## config.mk

```make
export PLATFORM = sky130hd
export DESIGN_NAME = fetch_seq_ctrl_flat
export DESIGN_NICKNAME = d
export VERILOG_FILES = /design/src/rtl/fetch_seq_ctrl_pkg.sv /design/src/rtl/fetch_seq_ctrl_if.sv /design/src/rtl/fetch_seq_ctrl.sv /design/src/flat_wrapper.sv
export SDC_FILE = /design/constraint.sdc
export NUM_CORES = 1
export LEC_CHECK = 0
export CORE_ASPECT_RATIO = 0.5
export CORE_UTILIZATION = 44
export CTS_CLUSTER_SIZE = 30
export DETAILED_ROUTE_END_ITERATION = 6
export PLACE_DENSITY = 0.91
export SLEW_MARGIN = 20
export SYNTH_ARGS = -nofsm -noshare
export SYNTH_HDL_FRONTEND = slang
export SYNTH_SLANG_ARGS = --single-unit
```

## constraint.sdc

```tcl
create_clock -name clk -period 2.1 [get_ports clk]
set_input_delay 0.21 -clock clk [delete_from_list [all_inputs] [get_ports clk]]
set_output_delay 0.21 -clock clk [all_outputs]
set_load 0.01 [all_outputs]
```

## src/rtl/fetch_seq_ctrl_pkg.sv

```systemverilog
// Shared definitions for the instruction-fetch sequencer.
// Holds the FSM state encoding, the default reset and trap vectors, the
// sequential PC step, and a few small PC helper functions.
package fetch_seq_ctrl_pkg;

    typedef enum logic [2:0] {
        ST_IDLE    = 3'd0,
        ST_REQ     = 3'd1,
        ST_WAIT    = 3'd2,
        ST_DELIVER = 3'd3,
        ST_TRAP    = 3'd4
    } fetch_state_t;

    localparam logic [31:0] DEFAULT_RESET_VECTOR = 32'h0000_0000;
    localparam logic [31:0] DEFAULT_TRAP_VECTOR  = 32'h0000_0100;
    localparam logic [31:0] PC_INCR              = 32'd4;

    // Sequential next PC; the 32-bit add wraps 32'hFFFF_FFFC to 0.
    function automatic logic [31:0] pc_increment(input logic [31:0] pc);
        return pc + PC_INCR;
    endfunction

    // Clear the byte-offset bits so the target is word aligned.
    function automatic logic [31:0] align_target(input logic [31:0] target);
        return target & ~32'h0000_0003;
    endfunction

    // A target is misaligned when either byte-offset bit is set.
    function automatic logic is_misaligned(input logic [31:0] target);
        return (target[1:0] != 2'b00);
    endfunction

endpackage

```

## src/rtl/fetch_seq_ctrl_if.sv

```systemverilog
// Bus bundle between the fetch sequencer, instruction memory and the core.
//
// Handshakes: a transfer happens on a rising clk edge where both the valid
// and its matching ready are 1. Once valid is raised, valid and its payload
// stay stable until that transfer. Pairs:
//   imem_req_valid / imem_req_ready  (payload imem_req_addr)
//   if_valid       / if_ready        (payload if_instr, if_pc)
//   trap_valid     / trap_ack        (payload trap_addr)
// imem_rsp_valid has no ready; it is taken only while a fetch is outstanding.
interface fetch_seq_ctrl_if;
    logic        imem_req_valid;
    logic [31:0] imem_req_addr;
    logic        imem_req_ready;
    logic        imem_rsp_valid;
    logic [31:0] imem_rsp_data;
    logic        if_valid;
    logic [31:0] if_instr;
    logic [31:0] if_pc;
    logic        if_ready;
    logic        redirect_valid;
    logic [31:0] redirect_pc;
    logic        stall;
    logic        trap_valid;
    logic [31:0] trap_addr;
    logic        trap_ack;
    logic [31:0] fetch_count;

    // Fetch sequencer side.
    modport master (
        output imem_req_valid, imem_req_addr,
        input  imem_req_ready, imem_rsp_valid, imem_rsp_data,
        output if_valid, if_instr, if_pc,
        input  if_ready, redirect_valid, redirect_pc, stall,
        output trap_valid, trap_addr,
        input  trap_ack,
        output fetch_count
    );

    // Memory / core / environment side.
    modport slave (
        input  imem_req_valid, imem_req_addr,
        output imem_req_ready, imem_rsp_valid, imem_rsp_data,
        input  if_valid, if_instr, if_pc,
        output if_ready, redirect_valid, redirect_pc, stall,
        input  trap_valid, trap_addr,
        output trap_ack,
        input  fetch_count
    );
endinterface

```

## src/rtl/fetch_seq_ctrl.sv

```systemverilog
// Instruction-fetch sequencer: issues one memory request at a time from the
// PC, holds the returned word for the core, then advances the PC either
// sequentially or to the redirect target taken on the delivery handshake.
// Optional feature macro: MISALIGN_TRAP_EN -- when defined, a misaligned
// next-PC target raises a trap instead of being silently word-aligned.
module fetch_seq_ctrl
    import fetch_seq_ctrl_pkg::*;
#(
    parameter logic [31:0] RESET_VECTOR = DEFAULT_RESET_VECTOR,
    parameter logic [31:0] TRAP_VECTOR  = DEFAULT_TRAP_VECTOR
) (
    input  logic             clk,
    input  logic             rst,
    fetch_seq_ctrl_if.master bus,
    output fetch_state_t     state_dbg
);

    fetch_state_t state;
    logic [31:0]  pc;
    logic [31:0]  fetch_count_q;
    logic [31:0]  if_instr_q;
    logic [31:0]  if_pc_q;
    logic         req_valid_q;
    logic         if_valid_q;

    logic [31:0]  raw_target;
    logic [31:0]  next_pc;
    logic         misaligned;
    logic         deliver_fire;

    // Next-PC selection; redirect only matters on the delivery handshake.
    always_comb begin
        raw_target   = bus.redirect_valid ? bus.redirect_pc : pc_increment(pc);
        deliver_fire = (state == ST_DELIVER) && bus.if_ready;
`ifdef MISALIGN_TRAP_EN
        next_pc      = raw_target;
        misaligned   = is_misaligned(raw_target);
`else
        next_pc      = align_target(raw_target);
        misaligned   = 1'b0;
`endif
    end

    // Main sequencer FSM with registered valids, PC and delivered-word hold.
    always_ff @(posedge clk) begin
        if (rst) begin
            state         <= ST_IDLE;
            pc            <= RESET_VECTOR;
            fetch_count_q <= 32'd0;
            if_instr_q    <= 32'd0;
            if_pc_q       <= 32'd0;
            req_valid_q   <= 1'b0;
            if_valid_q    <= 1'b0;
        end else begin
            case (state)
                ST_IDLE: begin
                    if (!bus.stall) begin
                        state       <= ST_REQ;
                        req_valid_q <= 1'b1;
                    end
                end
                ST_REQ: begin
                    // stall is not looked at here: a presented request completes.
                    if (bus.imem_req_ready) begin
                        state       <= ST_WAIT;
                        req_valid_q <= 1'b0;
                    end
                end
                ST_WAIT: begin
                    if (bus.imem_rsp_valid) begin
                        if_instr_q <= bus.imem_rsp_data;
                        if_pc_q    <= pc;
                        if_valid_q <= 1'b1;
                        state      <= ST_DELIVER;
                    end
                end
                ST_DELIVER: begin
                    if (deliver_fire) begin
                        if_valid_q    <= 1'b0;
                        fetch_count_q <= fetch_count_q + 32'd1;
                        if (misaligned) begin
                            state <= ST_TRAP;
                        end else begin
                            pc <= next_pc;
                            if (bus.stall) begin
                                state <= ST_IDLE;
                            end else begin
                                state       <= ST_REQ;
                                req_valid_q <= 1'b1;
                            end
                        end
                    end
                end
                ST_TRAP: begin
                    if (bus.trap_ack) begin
                        pc          <= TRAP_VECTOR;
                        state       <= ST_REQ;
                        req_valid_q <= 1'b1;
                    end
                end
                default: begin
                    state       <= ST_IDLE;
                    req_valid_q <= 1'b0;
                    if_valid_q  <= 1'b0;
                end
            endcase
        end
    end

`ifdef MISALIGN_TRAP_EN
    logic        trap_valid_q;
    logic [31:0] trap_addr_q;

    // Capture the offending target on a misaligned handshake; clear on ack.
    always_ff @(posedge clk) begin
        if (rst) begin
            trap_valid_q <= 1'b0;
            trap_addr_q  <= 32'd0;
        end else if (deliver_fire && misaligned) begin
            trap_valid_q <= 1'b1;
            trap_addr_q  <= raw_target;
        end else if ((state == ST_TRAP) && bus.trap_ack) begin
            trap_valid_q <= 1'b0;
        end
    end

    assign bus.trap_valid = trap_valid_q;
    assign bus.trap_addr  = trap_addr_q;
`else
    assign bus.trap_valid = 1'b0;
    assign bus.trap_addr  = 32'd0;
`endif

    assign bus.imem_req_valid = req_valid_q;
    assign bus.imem_req_addr  = pc;
    assign bus.if_valid       = if_valid_q;
    assign bus.if_instr       = if_instr_q;
    assign bus.if_pc          = if_pc_q;
    assign bus.fetch_count    = fetch_count_q;
    assign state_dbg          = state;

endmodule

```

## src/flat_wrapper.sv

```systemverilog
// flat-port wrapper written by rule: the top's interface ports become plain ports
module fetch_seq_ctrl_flat import fetch_seq_ctrl_pkg::*;
#(
    parameter logic [31:0] RESET_VECTOR = DEFAULT_RESET_VECTOR,
    parameter logic [31:0] TRAP_VECTOR  = DEFAULT_TRAP_VECTOR
)
  (clk, rst, state_dbg, bus_imem_req_valid, bus_imem_req_addr, bus_imem_req_ready, bus_imem_rsp_valid, bus_imem_rsp_data, bus_if_valid, bus_if_instr, bus_if_pc, bus_if_ready, bus_redirect_valid, bus_redirect_pc, bus_stall, bus_trap_valid, bus_trap_addr, bus_trap_ack, bus_fetch_count);
  fetch_seq_ctrl_if bus_i ();
  input  logic clk;
  input  logic rst;
  output fetch_state_t state_dbg;
  output wire logic [$bits(bus_i.imem_req_valid)-1:0] bus_imem_req_valid;
  output wire logic [$bits(bus_i.imem_req_addr)-1:0] bus_imem_req_addr;
  input wire logic [$bits(bus_i.imem_req_ready)-1:0] bus_imem_req_ready;
  input wire logic [$bits(bus_i.imem_rsp_valid)-1:0] bus_imem_rsp_valid;
  input wire logic [$bits(bus_i.imem_rsp_data)-1:0] bus_imem_rsp_data;
  output wire logic [$bits(bus_i.if_valid)-1:0] bus_if_valid;
  output wire logic [$bits(bus_i.if_instr)-1:0] bus_if_instr;
  output wire logic [$bits(bus_i.if_pc)-1:0] bus_if_pc;
  input wire logic [$bits(bus_i.if_ready)-1:0] bus_if_ready;
  input wire logic [$bits(bus_i.redirect_valid)-1:0] bus_redirect_valid;
  input wire logic [$bits(bus_i.redirect_pc)-1:0] bus_redirect_pc;
  input wire logic [$bits(bus_i.stall)-1:0] bus_stall;
  output wire logic [$bits(bus_i.trap_valid)-1:0] bus_trap_valid;
  output wire logic [$bits(bus_i.trap_addr)-1:0] bus_trap_addr;
  input wire logic [$bits(bus_i.trap_ack)-1:0] bus_trap_ack;
  output wire logic [$bits(bus_i.fetch_count)-1:0] bus_fetch_count;
  assign bus_imem_req_valid = bus_i.imem_req_valid;
  assign bus_imem_req_addr = bus_i.imem_req_addr;
  assign bus_i.imem_req_ready = bus_imem_req_ready;
  assign bus_i.imem_rsp_valid = bus_imem_rsp_valid;
  assign bus_i.imem_rsp_data = bus_imem_rsp_data;
  assign bus_if_valid = bus_i.if_valid;
  assign bus_if_instr = bus_i.if_instr;
  assign bus_if_pc = bus_i.if_pc;
  assign bus_i.if_ready = bus_if_ready;
  assign bus_i.redirect_valid = bus_redirect_valid;
  assign bus_i.redirect_pc = bus_redirect_pc;
  assign bus_i.stall = bus_stall;
  assign bus_trap_valid = bus_i.trap_valid;
  assign bus_trap_addr = bus_i.trap_addr;
  assign bus_i.trap_ack = bus_trap_ack;
  assign bus_fetch_count = bus_i.fetch_count;
  fetch_seq_ctrl #(.RESET_VECTOR(RESET_VECTOR), .TRAP_VECTOR(TRAP_VECTOR)) u_core (.clk(clk), .rst(rst), .bus(bus_i), .state_dbg(state_dbg));
endmodule
```

# Yosys cells after proc, flatten, opt, wreduce, memory -nomap -nowiden
# Index checks and enable logic that the tools add are counted.
# totals
regBits	133
output_inout_bits	166
# op_classes
muxes	19
n_bitwise	2
add_sub_neg	2
eq_ne	9
n_reduce_logical	10
# ops
op	count
two-way mux 32 bit	3
case mux 32 bit (2 select lines)	1
adder 32 x 1 -> 32 bit, second input constant	1
adder 32 x 3 -> 32 bit, second input constant	1
two-way mux 3 bit	5
case mux 3 bit (5 select lines)	1
inequality test 2 bit, second input constant	4
two-way mux 1 bit	7
equality test 3 x 2 -> 1 bit, second input constant	2
AND reduction 3 bit	2
case mux 1 bit (5 select lines)	1
AND reduction 5 bit	1
AND reduction 2 bit	2
AND reduction 4 bit	1
equality test 3 x 1 -> 1 bit, second input constant	1
equality test 3 bit, second input constant	1
zero test 3 bit	1
case mux 1 bit (3 select lines)	1
OR reduction 3 bit	1
inequality test 2 x 1 -> 1 bit, second input constant	1
inverter 1 bit	2
nonzero test 2 bit	1
logical AND 1 bit	1

# Depth between registers and ports, before layout
# depth
word_depth	4
depth_mapped	7

# Least setup slack after synthesis
# No wires, ideal clock.
# synth_timing
kind	register to register
startpoint	reg u_core.state[0] (netlist: u_core.state_dbg[0])
endpoint	reg u_core.fetch_count_q[25] (netlist: u_core.bus.fetch_count[25])
setup_slack_ns	0.326
arrival_time_ns	1.646
synth_period_minus_slack_ns	1.774
path_stages_with_launch	8
path_cell_list	dfxtp_1 -> ha_1 -> and4_1 -> nor3b_2 -> buf_2 -> nand4_1 -> xor2_1 -> nor2_1
# synth_between
elab_chain_len	3
# synth_lines
item	line_no	rtl
from (decl)	fetch_seq_ctrl.sv:18	fetch_state_t state;
from (signal assigned)	fetch_seq_ctrl.sv:47	state <= ST_IDLE;
from (signal assigned)	fetch_seq_ctrl.sv:58	state <= ST_REQ;
from (signal assigned)	fetch_seq_ctrl.sv:65	state <= ST_WAIT;
equality test 3 x 2 -> 1 bit (*)	fetch_seq_ctrl.sv:34, fetch_seq_ctrl.sv:55	
logical AND 1 bit	fetch_seq_ctrl.sv:34	deliver_fire = (state == ST_DELIVER) && bus.if_ready;
AND reduction 2 bit (no source line) (*)	-	
to (signal assigned)	fetch_seq_ctrl.sv:80	fetch_count_q <= fetch_count_q + 32'd1;
to (decl)	fetch_seq_ctrl.sv:20	logic [31:0] fetch_count_q;
# Every way passes the cells marked *; elsewhere a longest branch is shown, timed or not.
# A chain may end at the register's enable or synchronous reset.

# Final worst setup path
# layout_timing
startpoint	reg u_core.pc[2] (netlist: u_core.bus.imem_req_addr[2])
endpoint	reg u_core.pc[26] (netlist: u_core.bus.imem_req_addr[26])
# layout_between
elab_chain_len	4
# layout_lines
item	line_no	rtl
from (decl)	fetch_seq_ctrl.sv:19	logic [31:0] pc;
from (signal assigned)	fetch_seq_ctrl.sv:84	pc <= next_pc;
adder 32 x 3 -> 32 bit	fetch_seq_ctrl_pkg.sv:20	return pc + PC_INCR;
two-way mux 32 bit	fetch_seq_ctrl.sv:33	raw_target = bus.redirect_valid ? bus.redirect_pc : pc_increment(pc);
two-way mux 32 bit	fetch_seq_ctrl.sv:78	if (deliver_fire) begin
case mux 32 bit (2 select lines)	fetch_seq_ctrl.sv:55	case (state)
# No other way between the ends. The select of a mux whose other input is x is not followed.

==> run summary <==
Layout cell share with drive strength beyond 1 = 9.73%
Slew HR = 52.7%
TritonCTS Buffers = 17
DRT iter0 DRCs = 549
Post-synth cell types = 65
Dominant combinational cell family by area after synthesis = simple AND/OR/NAND/NOR gates
Wirelength, routed = 18.4 mm
DP Wirelength = 12.9 mm
Setup ws final = 86.5 ps
Area share of fa/ha/maj cells after synthesis = 1.22%
ANT cells = 0
Die Y = 85.6 µm
CTS tree = built
Cell row count = 30
Synth Area in XOR/XNOR = 4.28%
Leakage power = 3.22 nW
Final #Nets = 1052
Initial Util = 45.2%
R2R Path End = u_core.bus.imem_req_addr[26]
WP data required = 2400 ps
Max Fclk = 497 MHz
Hold Path End = u_core.bus.imem_req_addr[16]
Initial antenna violation count = 0
Number of fill cells in the layout = 1109
Clock network power share = 45.6%
Port Buf Inserts = 196
Ys async rst share = 0%
Reg2reg start = u_core.bus.imem_req_addr[2]
Max-Cap Viols = 0
Global route overflow = 0
Placed instance count = 1146
CP Max Fanout = 10
Top-Level Pins = 238
Commonest cells after routing, fill and taps aside = clkdlybuf4s50_1, nand2_1, dfxtp_1, a21oi_1, nor2_1
1st-pass router iterations = 5
Sequential power share = 37.5%
Hold Crit Depth = 2
Simple-gate area share of the yosys netlist = 27.1%
Worst setup SP type = flop
Total power = 0.00706 W
WL/cell = 15.6 µm
Critical path capture point type = flop
Vias in the first global route = 5806
Avg Cell Area, Syn = 7.96 µm²
Count of yosys warnings during synthesis = 0
H-tree depth = 4
Mapped Area = 0.00615 mm²
Final setup fails = 0
CTS Buffer Depth = 2
WP data arrival = 2320 ps
Ys flop type = dfxtp_1
Setup CP Type = flop to flop
Yosys reg bits = 128
Clk_lat worst skew = 420 ps
Mux cell area share after synthesis = 1.81%
CTS Sinks = 128
Area of the die = 0.0145 mm²
CTS root buf = clkbuf_16
Finished Layout Cells = 1179
Reg clk slew, reported paths = 60 ps
Reg2Reg Depth = 7
Setup slack at placement = 122 ps
Slew @ Worst Pin = 710 ps
Switch share = 27.2%
Tcrit/Tclk final = 95.9%
Synth Area in Compound Gates = 14.9%
Synth Instances = 772
Final min period = 2010 ps
Commonest non-fill, non-tap cell in the layout = clkdlybuf4s50_1
Min-delay src = rst
Power density over the cells = 790 mW/mm²
Net Sw Power = 0.00192 W
Largest net degree at the start of global routing = 67
Area Overhead vs Synth = 45.4%
DRC = 0
Hold Path Class = input port to flop
Int Pwr = 0.00515 W
Core Footprint = 0.0136 mm²
First-pass GRT wire length = 29.2 mm
DRT antenna net count = 0
DR vias/cell = 5.38
Comb power frac = 16.9%
Final hold violation count = 0
# hold bufs at CTS = 0
Post-synth EDFFs = 0
R2r setup slk = 90 ps
Detailed-route via count = 6348
Skew final = 15.5 ps
Fin. max-slew vios = 0
Max IR drop VDD = 0.600 mV
Total GRT Usage = 25.0%
Status = finished clean
Register area share after synthesis = 41.7%
Routability-driven placement congestion ratio = 0.877
Die width = 169 µm
## critical path, stage by stage (launching register included)
cell	delay, ps
dfxtp_1	490
ha_1	280
nand4_1	240
nor4_4	210
buf_4	220
and3_1	160
a21oi_1	40
o31ai_1	270
## what timing repair did
item,4_1_cts,5_1_grt
endpoints found under the setup margin,0,8
resized for setup,0,2
buffers inserted,0,1
## state kept, by name, indices dropped and copies added, names as in the netlist
| register | count |
|---|---|
| u_core.bus.fetch_count | 32 |
| u_core.bus.imem_req_valid | 1 |
| u_core.state_dbg | 2 |
| u_core.bus.if_instr | 32 |
| u_core.bus.imem_req_addr | 30 |
| u_core.bus.if_pc | 30 |
| u_core.bus.if_valid | 1 |
## cells in the mapped netlist, types with 9 or more instances
library cell	count	area, µm²
dfxtp_1	128	2560
buf_4	38	285
a21oi_1	86	430
mux2i_1	10	100
nand4_1	27	169
nor3_1	10	50.1
nand3_1	23	115
xor2_1	24	210
nor2_1	61	229
and3_1	10	62.6
clkbuf_1	37	139
inv_1	9	33.8
a31oi_1	9	56.3
nand2_1	162	608
## per-stage QoR
step / setup TNS, ps / hold WS [ps] / instance area, µm² / util (%)
after floorplan: 0 / 346 / 6280 / -
after global placement: 0 / 440 / 8280 / 60.9
after detailed placement: 0 / 448 / 8280 / 60.9
after CTS: 0 / 143 / 8920 / 65.7
after global routing: -26.8 / 158 / 8940 / 65.8
final: 0 / 166 / 8940 / 65.8
## power by group through the flow
stage / clock (W) / sequential [W] / combinational, W
6_report: 0.00322 / 0.00265 / 0.00119
5_1_grt: 0.00338 / 0.00266 / 0.00129
4_1_cts: 0.00326 / 0.00265 / 0.00119
3_5_place_dp: 0 / 0.00270 / 0.00118
3_3_place_gp: 0 / 0.00269 / 0.00114
2_1_floorplan: 0 / 0.00275 / 0.000610
## metal layers
layer | share of wire [%] | wire length [µm] | GRT usage, % | up-vias
met3 | 7.9 | 1460 | 5.03 | 39
met2 | 49 | 8930 | 42.7 | 328
met1 | 41 | 7570 | 31.2 | 2971
met5 | 0 | 0 | 0 | -
li1 | - | - | - | 3010
met4 | 2.2 | 399 | 10.4 | 0
## cells by family after synthesis
family	Yosys count
buffers and inverters	99
other	1
flip-flops	128
adder cells (fa/ha/maj)	6
AND/OR/NAND/NOR	342
AO/OA/AOI/OAI	155
multiplexers	11
XOR/XNOR	30
## layout make-up
cell class | count | area [µm²] | area share [%]
Timing Repair Buffer | 234 | 2260 | 25.3
Clock buffer | 18 | 439 | 4.91
Clock inverter | 14 | 204 | 2.28
Sequential cell | 128 | 2560 | 28.7
Tap cell | 192 | 240 | 2.69
Multi-Input combinational cell | 582 | 3190 | 35.7
Inverter | 11 | 41.3 | 0.462
## worst max path at each step
stage	start	end	slack (ps)	depth (start not counted)
6_report	u_core.bus.imem_req_addr[2]	u_core.bus.imem_req_addr[26]	90	7
4_1_cts	u_core.bus.imem_req_addr[2]	u_core.bus.imem_req_addr[26]	140	7
5_1_grt	u_core.bus.imem_req_addr[2]	u_core.bus.imem_req_addr[26]	-20	7
2_1_floorplan	u_core.state_dbg[0]	u_core.bus.fetch_count[25]	330	7
3_5_place_dp	bus_if_ready	u_core.bus.fetch_count[30]	120	6
3_3_place_gp	bus_if_ready	u_core.bus.fetch_count[31]	150	7
Power figures use the tool's default switching activity.
